$ cat config.mk
export PLATFORM = sky130hd
export DESIGN_NAME = mem_access_flat
export DESIGN_NICKNAME = d
export VERILOG_FILES = /design/src/rtl/mem_access_pkg.sv /design/src/rtl/mem_access_if.sv /design/src/rtl/mem_access_lsu_align.sv /design/src/rtl/mem_access.sv /design/src/flat_wrapper.sv
export SDC_FILE = /design/constraint.sdc
export NUM_CORES = 1
export LEC_CHECK = 0
export ABC_CLOCK_PERIOD_IN_PS = 3200
export CAP_MARGIN = 20
export CELL_PAD_IN_SITES_DETAIL_PLACEMENT = 1
export CELL_PAD_IN_SITES_GLOBAL_PLACEMENT = 1
export CORE_ASPECT_RATIO = 2
export CORE_UTILIZATION = 44
export DETAILED_ROUTE_END_ITERATION = 8
export DONT_BUFFER_PORTS = 1
export HOLD_SLACK_MARGIN = 0.08
export PLACE_DENSITY_LB_ADDON = 0.1
export RECOVER_POWER = 50
export SYNTH_ARGS = -nofsm -noshare
export SYNTH_HDL_FRONTEND = slang
export SYNTH_SLANG_ARGS = --single-unit
export TNS_END_PERCENT = 100
$ cat constraint.sdc
create_clock -name clk -period 3.2 [get_ports clk]
set_input_delay 0.64 -clock clk [delete_from_list [all_inputs] [get_ports clk]]
set_output_delay 0.64 -clock clk [all_outputs]
set_load 0.02 [all_outputs]
$ cat src/rtl/mem_access_pkg.sv
// Shared widths, encodings, exception codes and request record for the
// memory-access stage.
package mem_access_pkg;

  localparam int ADDR_SIZE     = 32;
  localparam int REG_DATA_SIZE = 32;
  localparam int EX_WIDTH      = 3;

  // mem_op encodings (2'b11 is reserved and behaves like "none")
  localparam logic [1:0] MEM_OP_NONE  = 2'b00;
  localparam logic [1:0] MEM_OP_LOAD  = 2'b01;
  localparam logic [1:0] MEM_OP_STORE = 2'b10;

  // mem_size encodings (2'b11 behaves like a word)
  localparam logic [1:0] MEM_SIZE_BYTE = 2'b00;
  localparam logic [1:0] MEM_SIZE_HALF = 2'b01;
  localparam logic [1:0] MEM_SIZE_WORD = 2'b10;

  // Exception codes raised by this stage
  localparam logic [EX_WIDTH:0] EXC_LOAD_MISALIGNED  = (EX_WIDTH+1)'(4);
  localparam logic [EX_WIDTH:0] EXC_LOAD_FAULT       = (EX_WIDTH+1)'(5);
  localparam logic [EX_WIDTH:0] EXC_STORE_MISALIGNED = (EX_WIDTH+1)'(6);
  localparam logic [EX_WIDTH:0] EXC_STORE_FAULT      = (EX_WIDTH+1)'(7);

  typedef enum logic {
    ST_IDLE = 1'b0,
    ST_WAIT = 1'b1
  } state_e;

  // Everything about an in-flight access, captured when it is accepted.
  typedef struct packed {
    logic                     is_store;
    logic [1:0]               size;
    logic                     is_unsigned;
    logic [4:0]               rd;
    logic [ADDR_SIZE-1:0]     addr;
    logic [REG_DATA_SIZE-1:0] store_data;
    logic [ADDR_SIZE-1:0]     pc;
  } mem_req_t;

  // Half accesses need addr[0]=0; word accesses need addr[1:0]=0.
  function automatic logic is_misaligned(input logic [1:0] size,
                                         input logic [1:0] addr_lo);
    logic mis;
    case (size)
      MEM_SIZE_BYTE: mis = 1'b0;
      MEM_SIZE_HALF: mis = addr_lo[0];
      default:       mis = (addr_lo != 2'b00);
    endcase
    return mis;
  endfunction

endpackage

$ cat src/rtl/mem_access_if.sv
// Data-memory bus between the memory-access stage and the data memory.
interface mem_access_if;
  import mem_access_pkg::*;

  logic [ADDR_SIZE-1:0]     dmem_addr;
  logic                     dmem_rd_enable;
  logic                     dmem_wr_enable;
  logic [REG_DATA_SIZE-1:0] dmem_wr_data;
  logic [3:0]               dmem_wr_strb;
  logic [REG_DATA_SIZE-1:0] dmem_rd_data;
  logic                     dmem_ready;

  modport master (
    output dmem_addr, dmem_rd_enable, dmem_wr_enable, dmem_wr_data, dmem_wr_strb,
    input  dmem_rd_data, dmem_ready
  );

  modport slave (
    input  dmem_addr, dmem_rd_enable, dmem_wr_enable, dmem_wr_data, dmem_wr_strb,
    output dmem_rd_data, dmem_ready
  );

endinterface

$ cat src/rtl/mem_access_lsu_align.sv
// Byte-lane steering: load extraction/extension and store replication/strobes.
module lsu_align
  import mem_access_pkg::*;
(
  input  logic [1:0]               addr_lo,
  input  logic [1:0]               size,
  input  logic                     is_unsigned,
  input  logic [REG_DATA_SIZE-1:0] rd_word,
  input  logic [REG_DATA_SIZE-1:0] st_raw,
  output logic [REG_DATA_SIZE-1:0] ld_data,
  output logic [REG_DATA_SIZE-1:0] st_data,
  output logic [3:0]               st_strb
);

  logic [7:0]  ld_byte;
  logic [15:0] ld_half;

  // Pick the addressed byte/half out of the returned word and extend it.
  always_comb begin
    case (addr_lo)
      2'd0:    ld_byte = rd_word[7:0];
      2'd1:    ld_byte = rd_word[15:8];
      2'd2:    ld_byte = rd_word[23:16];
      default: ld_byte = rd_word[31:24];
    endcase
    ld_half = addr_lo[1] ? rd_word[31:16] : rd_word[15:0];
    case (size)
      MEM_SIZE_BYTE: ld_data = {{24{~is_unsigned & ld_byte[7]}}, ld_byte};
      MEM_SIZE_HALF: ld_data = {{16{~is_unsigned & ld_half[15]}}, ld_half};
      default:       ld_data = rd_word;
    endcase
  end

  // Replicate narrow store data across the word; strobes pick the lanes.
  always_comb begin
    case (size)
      MEM_SIZE_BYTE: begin
        st_data = {4{st_raw[7:0]}};
        st_strb = 4'b0001 << addr_lo;
      end
      MEM_SIZE_HALF: begin
        st_data = {2{st_raw[15:0]}};
        st_strb = addr_lo[1] ? 4'b1100 : 4'b0011;
      end
      default: begin
        st_data = st_raw;
        st_strb = 4'b1111;
      end
    endcase
  end

endmodule

$ cat src/rtl/mem_access.sv
// Memory-access pipeline stage: single outstanding load/store with a timeout,
// ALU-result passthrough to writeback, and exception reporting.
module mem_access
  import mem_access_pkg::*;
#(
  parameter int MEM_TIMEOUT = 64
) (
  input  logic                     clk,
  input  logic                     reset,
  input  logic                     pipeline_in_valid,
  input  logic [ADDR_SIZE-1:0]     PC_in,
  input  logic [EX_WIDTH:0]        exception_in,
  input  logic                     exception_in_valid,
  input  logic [4:0]               rd_addr_in,
  input  logic [REG_DATA_SIZE-1:0] result_in,
  input  logic [1:0]               mem_op_in,
  input  logic [1:0]               mem_size_in,
  input  logic                     mem_unsigned_in,
  input  logic [REG_DATA_SIZE-1:0] store_data_in,
  output logic                     stall_out,
  mem_access_if.master             dmem,
  output logic                     rf_wr_enable,
  output logic [4:0]               rf_wr_addr,
  output logic [REG_DATA_SIZE-1:0] rf_wr_data,
  output logic [EX_WIDTH:0]        exception_out,
  output logic                     exception_out_valid,
  output logic [ADDR_SIZE-1:0]     PC_out
);

  localparam int CNT_W = $clog2(MEM_TIMEOUT + 1);

  state_e     state, state_nxt;
  logic [CNT_W-1:0] cnt;
  mem_req_t   req_q;

  logic accept, is_mem, is_store, misal, start, timeout;
  logic [REG_DATA_SIZE-1:0] ld_data, st_data;
  logic [3:0] st_strb;

  // Stall is only ever raised in WAIT, so IDLE is the acceptance window.
  assign accept   = pipeline_in_valid && (state == ST_IDLE);
  assign is_store = (mem_op_in == MEM_OP_STORE);
  assign is_mem   = (mem_op_in == MEM_OP_LOAD) || is_store;
  assign misal    = is_misaligned(mem_size_in, result_in[1:0]);
  assign start    = accept && !exception_in_valid && is_mem && !misal;
  assign timeout  = (cnt == CNT_W'(MEM_TIMEOUT - 1));

  lsu_align u_align (
    .addr_lo     (req_q.addr[1:0]),
    .size        (req_q.size),
    .is_unsigned (req_q.is_unsigned),
    .rd_word     (dmem.dmem_rd_data),
    .st_raw      (req_q.store_data),
    .ld_data     (ld_data),
    .st_data     (st_data),
    .st_strb     (st_strb)
  );

  // State register.
  always_ff @(posedge clk) begin
    if (reset) state <= ST_IDLE;
    else       state <= state_nxt;
  end

  // Next state and bus drive; the request is live exactly while in WAIT.
  always_comb begin
    state_nxt           = state;
    stall_out           = 1'b0;
    dmem.dmem_addr      = '0;
    dmem.dmem_rd_enable = 1'b0;
    dmem.dmem_wr_enable = 1'b0;
    dmem.dmem_wr_data   = '0;
    dmem.dmem_wr_strb   = '0;
    case (state)
      ST_IDLE: begin
        if (start) state_nxt = ST_WAIT;
      end
      ST_WAIT: begin
        stall_out           = 1'b1;
        dmem.dmem_addr      = {req_q.addr[ADDR_SIZE-1:2], 2'b00};
        dmem.dmem_rd_enable = !req_q.is_store;
        dmem.dmem_wr_enable = req_q.is_store;
        if (req_q.is_store) begin
          dmem.dmem_wr_data = st_data;
          dmem.dmem_wr_strb = st_strb;
        end
        if (dmem.dmem_ready || timeout) state_nxt = ST_IDLE;
      end
      default: state_nxt = ST_IDLE;
    endcase
  end

  // WAIT-cycle counter, restarted for every new access.
  always_ff @(posedge clk) begin
    if (reset || start)        cnt <= '0;
    else if (state == ST_WAIT) cnt <= cnt + 1'b1;
  end

  // Capture the access at acceptance; upstream may change while we wait.
  always_ff @(posedge clk) begin
    if (reset) begin
      req_q <= '0;
    end else if (start) begin
      req_q.is_store    <= is_store;
      req_q.size        <= mem_size_in;
      req_q.is_unsigned <= mem_unsigned_in;
      req_q.rd          <= rd_addr_in;
      req_q.addr        <= result_in;
      req_q.store_data  <= store_data_in;
      req_q.pc          <= PC_in;
    end
  end

  // Writeback / trap reporting: single-cycle pulses, data held between them.
  always_ff @(posedge clk) begin
    if (reset) begin
      rf_wr_enable        <= 1'b0;
      rf_wr_addr          <= '0;
      rf_wr_data          <= '0;
      exception_out       <= '0;
      exception_out_valid <= 1'b0;
      PC_out              <= '0;
    end else begin
      rf_wr_enable        <= 1'b0;
      exception_out_valid <= 1'b0;
      if (accept) begin
        if (exception_in_valid) begin
          exception_out       <= exception_in;
          exception_out_valid <= 1'b1;
          PC_out              <= PC_in;
        end else if (is_mem && misal) begin
          exception_out       <= is_store ? EXC_STORE_MISALIGNED : EXC_LOAD_MISALIGNED;
          exception_out_valid <= 1'b1;
          PC_out              <= PC_in;
        end else if (!is_mem) begin
          rf_wr_enable <= (rd_addr_in != 5'd0);
          rf_wr_addr   <= rd_addr_in;
          rf_wr_data   <= result_in;
          PC_out       <= PC_in;
        end
      end else if (state == ST_WAIT) begin
        // ready beats a timeout landing on the same edge
        if (dmem.dmem_ready) begin
          if (!req_q.is_store) begin
            rf_wr_enable <= (req_q.rd != 5'd0);
            rf_wr_addr   <= req_q.rd;
            rf_wr_data   <= ld_data;
            PC_out       <= req_q.pc;
          end
        end else if (timeout) begin
          exception_out       <= req_q.is_store ? EXC_STORE_FAULT : EXC_LOAD_FAULT;
          exception_out_valid <= 1'b1;
          PC_out              <= req_q.pc;
        end
      end
    end
  end

endmodule

$ cat src/flat_wrapper.sv
// flat-port wrapper written by rule: the top's interface ports become plain ports
module mem_access_flat import mem_access_pkg::*;
#(
  parameter int MEM_TIMEOUT = 64
)
  (clk, reset, pipeline_in_valid, PC_in, exception_in, exception_in_valid, rd_addr_in, result_in, mem_op_in, mem_size_in, mem_unsigned_in, store_data_in, stall_out, rf_wr_enable, rf_wr_addr, rf_wr_data, exception_out, exception_out_valid, PC_out, dmem_dmem_addr, dmem_dmem_rd_enable, dmem_dmem_wr_enable, dmem_dmem_wr_data, dmem_dmem_wr_strb, dmem_dmem_rd_data, dmem_dmem_ready);
  mem_access_if dmem_i ();
  input  logic clk;
  input  logic reset;
  input  logic pipeline_in_valid;
  input  logic [ADDR_SIZE-1:0] PC_in;
  input  logic [EX_WIDTH:0] exception_in;
  input  logic exception_in_valid;
  input  logic [4:0] rd_addr_in;
  input  logic [REG_DATA_SIZE-1:0] result_in;
  input  logic [1:0] mem_op_in;
  input  logic [1:0] mem_size_in;
  input  logic mem_unsigned_in;
  input  logic [REG_DATA_SIZE-1:0] store_data_in;
  output logic stall_out;
  output logic rf_wr_enable;
  output logic [4:0] rf_wr_addr;
  output logic [REG_DATA_SIZE-1:0] rf_wr_data;
  output logic [EX_WIDTH:0] exception_out;
  output logic exception_out_valid;
  output logic [ADDR_SIZE-1:0] PC_out;
  output wire logic [$bits(dmem_i.dmem_addr)-1:0] dmem_dmem_addr;
  output wire logic [$bits(dmem_i.dmem_rd_enable)-1:0] dmem_dmem_rd_enable;
  output wire logic [$bits(dmem_i.dmem_wr_enable)-1:0] dmem_dmem_wr_enable;
  output wire logic [$bits(dmem_i.dmem_wr_data)-1:0] dmem_dmem_wr_data;
  output wire logic [$bits(dmem_i.dmem_wr_strb)-1:0] dmem_dmem_wr_strb;
  input wire logic [$bits(dmem_i.dmem_rd_data)-1:0] dmem_dmem_rd_data;
  input wire logic [$bits(dmem_i.dmem_ready)-1:0] dmem_dmem_ready;
  assign dmem_dmem_addr = dmem_i.dmem_addr;
  assign dmem_dmem_rd_enable = dmem_i.dmem_rd_enable;
  assign dmem_dmem_wr_enable = dmem_i.dmem_wr_enable;
  assign dmem_dmem_wr_data = dmem_i.dmem_wr_data;
  assign dmem_dmem_wr_strb = dmem_i.dmem_wr_strb;
  assign dmem_i.dmem_rd_data = dmem_dmem_rd_data;
  assign dmem_i.dmem_ready = dmem_dmem_ready;
  mem_access #(.MEM_TIMEOUT(MEM_TIMEOUT)) u_core (.clk(clk), .reset(reset), .pipeline_in_valid(pipeline_in_valid), .PC_in(PC_in), .exception_in(exception_in), .exception_in_valid(exception_in_valid), .rd_addr_in(rd_addr_in), .result_in(result_in), .mem_op_in(mem_op_in), .mem_size_in(mem_size_in), .mem_unsigned_in(mem_unsigned_in), .store_data_in(store_data_in), .stall_out(stall_out), .dmem(dmem_i), .rf_wr_enable(rf_wr_enable), .rf_wr_addr(rf_wr_addr), .rf_wr_data(rf_wr_data), .exception_out(exception_out), .exception_out_valid(exception_out_valid), .PC_out(PC_out));
endmodule
==> impl_metrics.csv <==
group,metric,value,unit
synth,synth_compound_area_frac,0.192,
critical_path,critPathKind,"register to register",
critical_path,required,3.52,ns
synth,synth-edff-count,0,
clock_tree,worstSkewPairLatency,0.44,ns
critical_path,arrival,3.27,ns
drt,drt-initial-drc-count,331,
hold_path,min_from,"reset",
sta,min_period,2.95,ns
synth,synth_area_leader_cell,"dfxtp_1",
synth,synth_top_family_by_area,"simple AND/OR/NAND/NOR gates",
drt,viasPerCell,5.73,
flow_run,maxCapViolations,0,
global_route,grt_overflow_total,0,
placement,dp_hpwl,21.4,mm
global_route,grt_pass1_vias,8389,
sta,max_slew_margin,0.0590,
synth,synthSimpleGateAreaFrac,0.257,
sta,fin_crit_sh,0.923,
final_layout,nNetsFinal,1295,
synth,ys_ff_latch,188,
clock_tree,cts_sinks,188,
final_layout,layout_commonest_cell,"nand2_1",
placement,port_buffers,0,
clock_tree,cts_buffer_depth,2,
critical_path,critPathMaxFanout,50,
synth,synth_area,9210,µm²
drt,drcViolationCount,0,
synth,syn_inst,1202,
clock_tree,numCtsBuffers,17,
sta,fin_tns_setup,0,ns
final_layout,mostFrequentLayoutCells,"326 x nand2_1, 186 x dfxtp_1, 182 x a21oi_1",
synth,async_flop_share,0,
synth,synth_fa_ha_area_frac,0.00272,
floorplanning,start_util,0.450,
critical_path,cp-startpoint,"u_core.state",
sta,final_max_slew_viol_count,0,
final_layout,area_growth,7.59,%
synth,ys_warn_count,0,
floorplanning,die_w,104,µm
drt,postRouteAntennaNets,0,
drt,num_vias,8169,
hold_path,hp-class,"input port to register",
placement,pre_cts_slack,0.725,ns
sta,setup_viol,0,
sta,rsz0062_at_grt,"no",
drt,drt-total-wl,30.3,mm
status,status,"finished clean",
global_route,track_usage,0.278,
power,p_leak,3.46,nW
sta,timing.fmax,0.339,GHz
critical_path,r2r_start,"u_core.state",
synth,synth-xor-area-share,0.00570,
global_route,antenna_found_initial,0,
synth,synth_cell_types,55,
critical_path,cp-end-kind,"register",
synth,synth_flop_cell,"dfxtp_1",
critical_path,r2r_setup_slack,0.25,ns
critical_path,start_kind,"register",
clock_tree,cts_tree,"built",
clock_tree,clk_pin_slew,0.07,ns
final_layout,drive_above_1_share,0.0716,
clock_tree,cts-root-buf,"clkbuf_16",
clock_tree,cts_resized,0,
sta,worst_pin_slew,1.41,ns
synth,muxShareOfSynthArea,0.0778,
drt,first_pass_iters,4,
drt,wl_per_cell,21.3,µm
power,ir_drop,0.404,mV
placement,routabilityCongestion,0.869,
sta,timing.final.ws_setup,0.246,ns
global_route,grt_max_degree,217,
synth,yosysTopAreaCellShare,0.408,
floorplanning,die_area,21600,µm²
final_layout,final_util,0.484,
clock_tree,hold_buffers,0,
power,cellPowerDensity,517,nW/µm²
synth,ys_top_cells_by_area,"dfxtp_1 41%, nand2_1 13%, a21oi_1 9.9%, mux2_1 3.7%, mux2i_1 3.3%",
floorplanning,coreArea,20500,µm²
global_route,grt_first_pass_wirelength,46.1,mm
sta,hold_viol_final,0,
sta,skew,0.00974,ns
clock_tree,cts_setup_buffers,0,
synth,ys_seq_area_frac,0.408,
floorplanning,rows,74,
synth,syn_area_per_cell,7.67,µm²
floorplanning,ios,293,
power,power,5.13,mW
floorplanning,die_h,207,µm
clock_tree,h-tree-depth,4,
## through the flow
stage / area (µm²) / cells / hold slack (ns)
3_5_place_dp: 9350 / 1393 / 0.440
5_1_grt: 9910 / 1425 / 0.240
3_3_place_gp: 9350 / 1393 / 0.433
4_1_cts: 9920 / 1425 / 0.246
6_report: 9910 / 1426 / 0.274
2_1_floorplan: 9220 / 1203 / 0.432
## layout make-up
cell class	instances	area, µm²
Clock inverter	11	110
Multi-Input combinational cell	898	4960
Inverter	14	52.6
Tap cell	266	333
Timing Repair Buffer	27	225
Antenna cell	1	2.50
Fill cell	2562	10500
Sequential cell	188	3770
Clock buffer	21	460
## Yosys cell counts, drive strengths merged, types with 15 or more instances
master / n
o21ai: 15
mux2: 35
clkbuf: 56
a31o: 17
mux2i: 31
nor2: 79
o211ai: 15
dfxtp: 188
nor2b: 38
a21oi: 183
buf: 47
nor3b: 18
and2: 32
nand2: 326
## where the power goes
part / internal [mW] / switching (mW)
Clock: 1.13 / 0.961
Combinational: 0.180 / 0.284
Sequential: 2.43 / 0.141
## registers in the layout (all words and copies together), names as in the netlist
register                    cells
u_core.rf_wr_enable             1
u_core.rf_wr_addr               5
u_core.exception_out_valid      1
u_core.exception_out            4
u_core.state                    1
u_core.PC_out                  32
u_core.req_q                  105
u_core.cnt                      7
u_core.rf_wr_data              32
## logic make-up after synthesis
group,count (synthesis)
and+or+nand+nor,537
other,1
AOI/OAI and AO/OA,285
adders and majority gates,2
xor gates and xnor gates,6
muxes,66
DFF,188
buffers and inverters,117
## layer usage
metal | GRT usage | vias to the layer above | wire, µm
met4 | 0.168 | 0 | 1480
met3 | 0.0885 | 61 | 2250
met2 | 0.511 | 266 | 15900
met1 | 0.269 | 3927 | 10700
li1 | - | 3915 | -
met5 | 0 | - | 0
## worst paths after layout
check | to | depth (start not counted)
hold reg to reg | u_core.req_q[78] | 2
hold / removal | u_core.req_q[0] | 1
setup reg to reg | u_core.cnt[3] | 5
setup / recovery | u_core.cnt[3] | 5
## worst max-delay path, stage by stage (launching register included)
cell	delay [ns]
dfxtp_2	0.43
nor2b_1	1.11
o2111ai_4	0.29
clkbuf_4	0.54
nand2_1	0.38
nor2_1	0.08
Power figures use the tool's default switching activity.
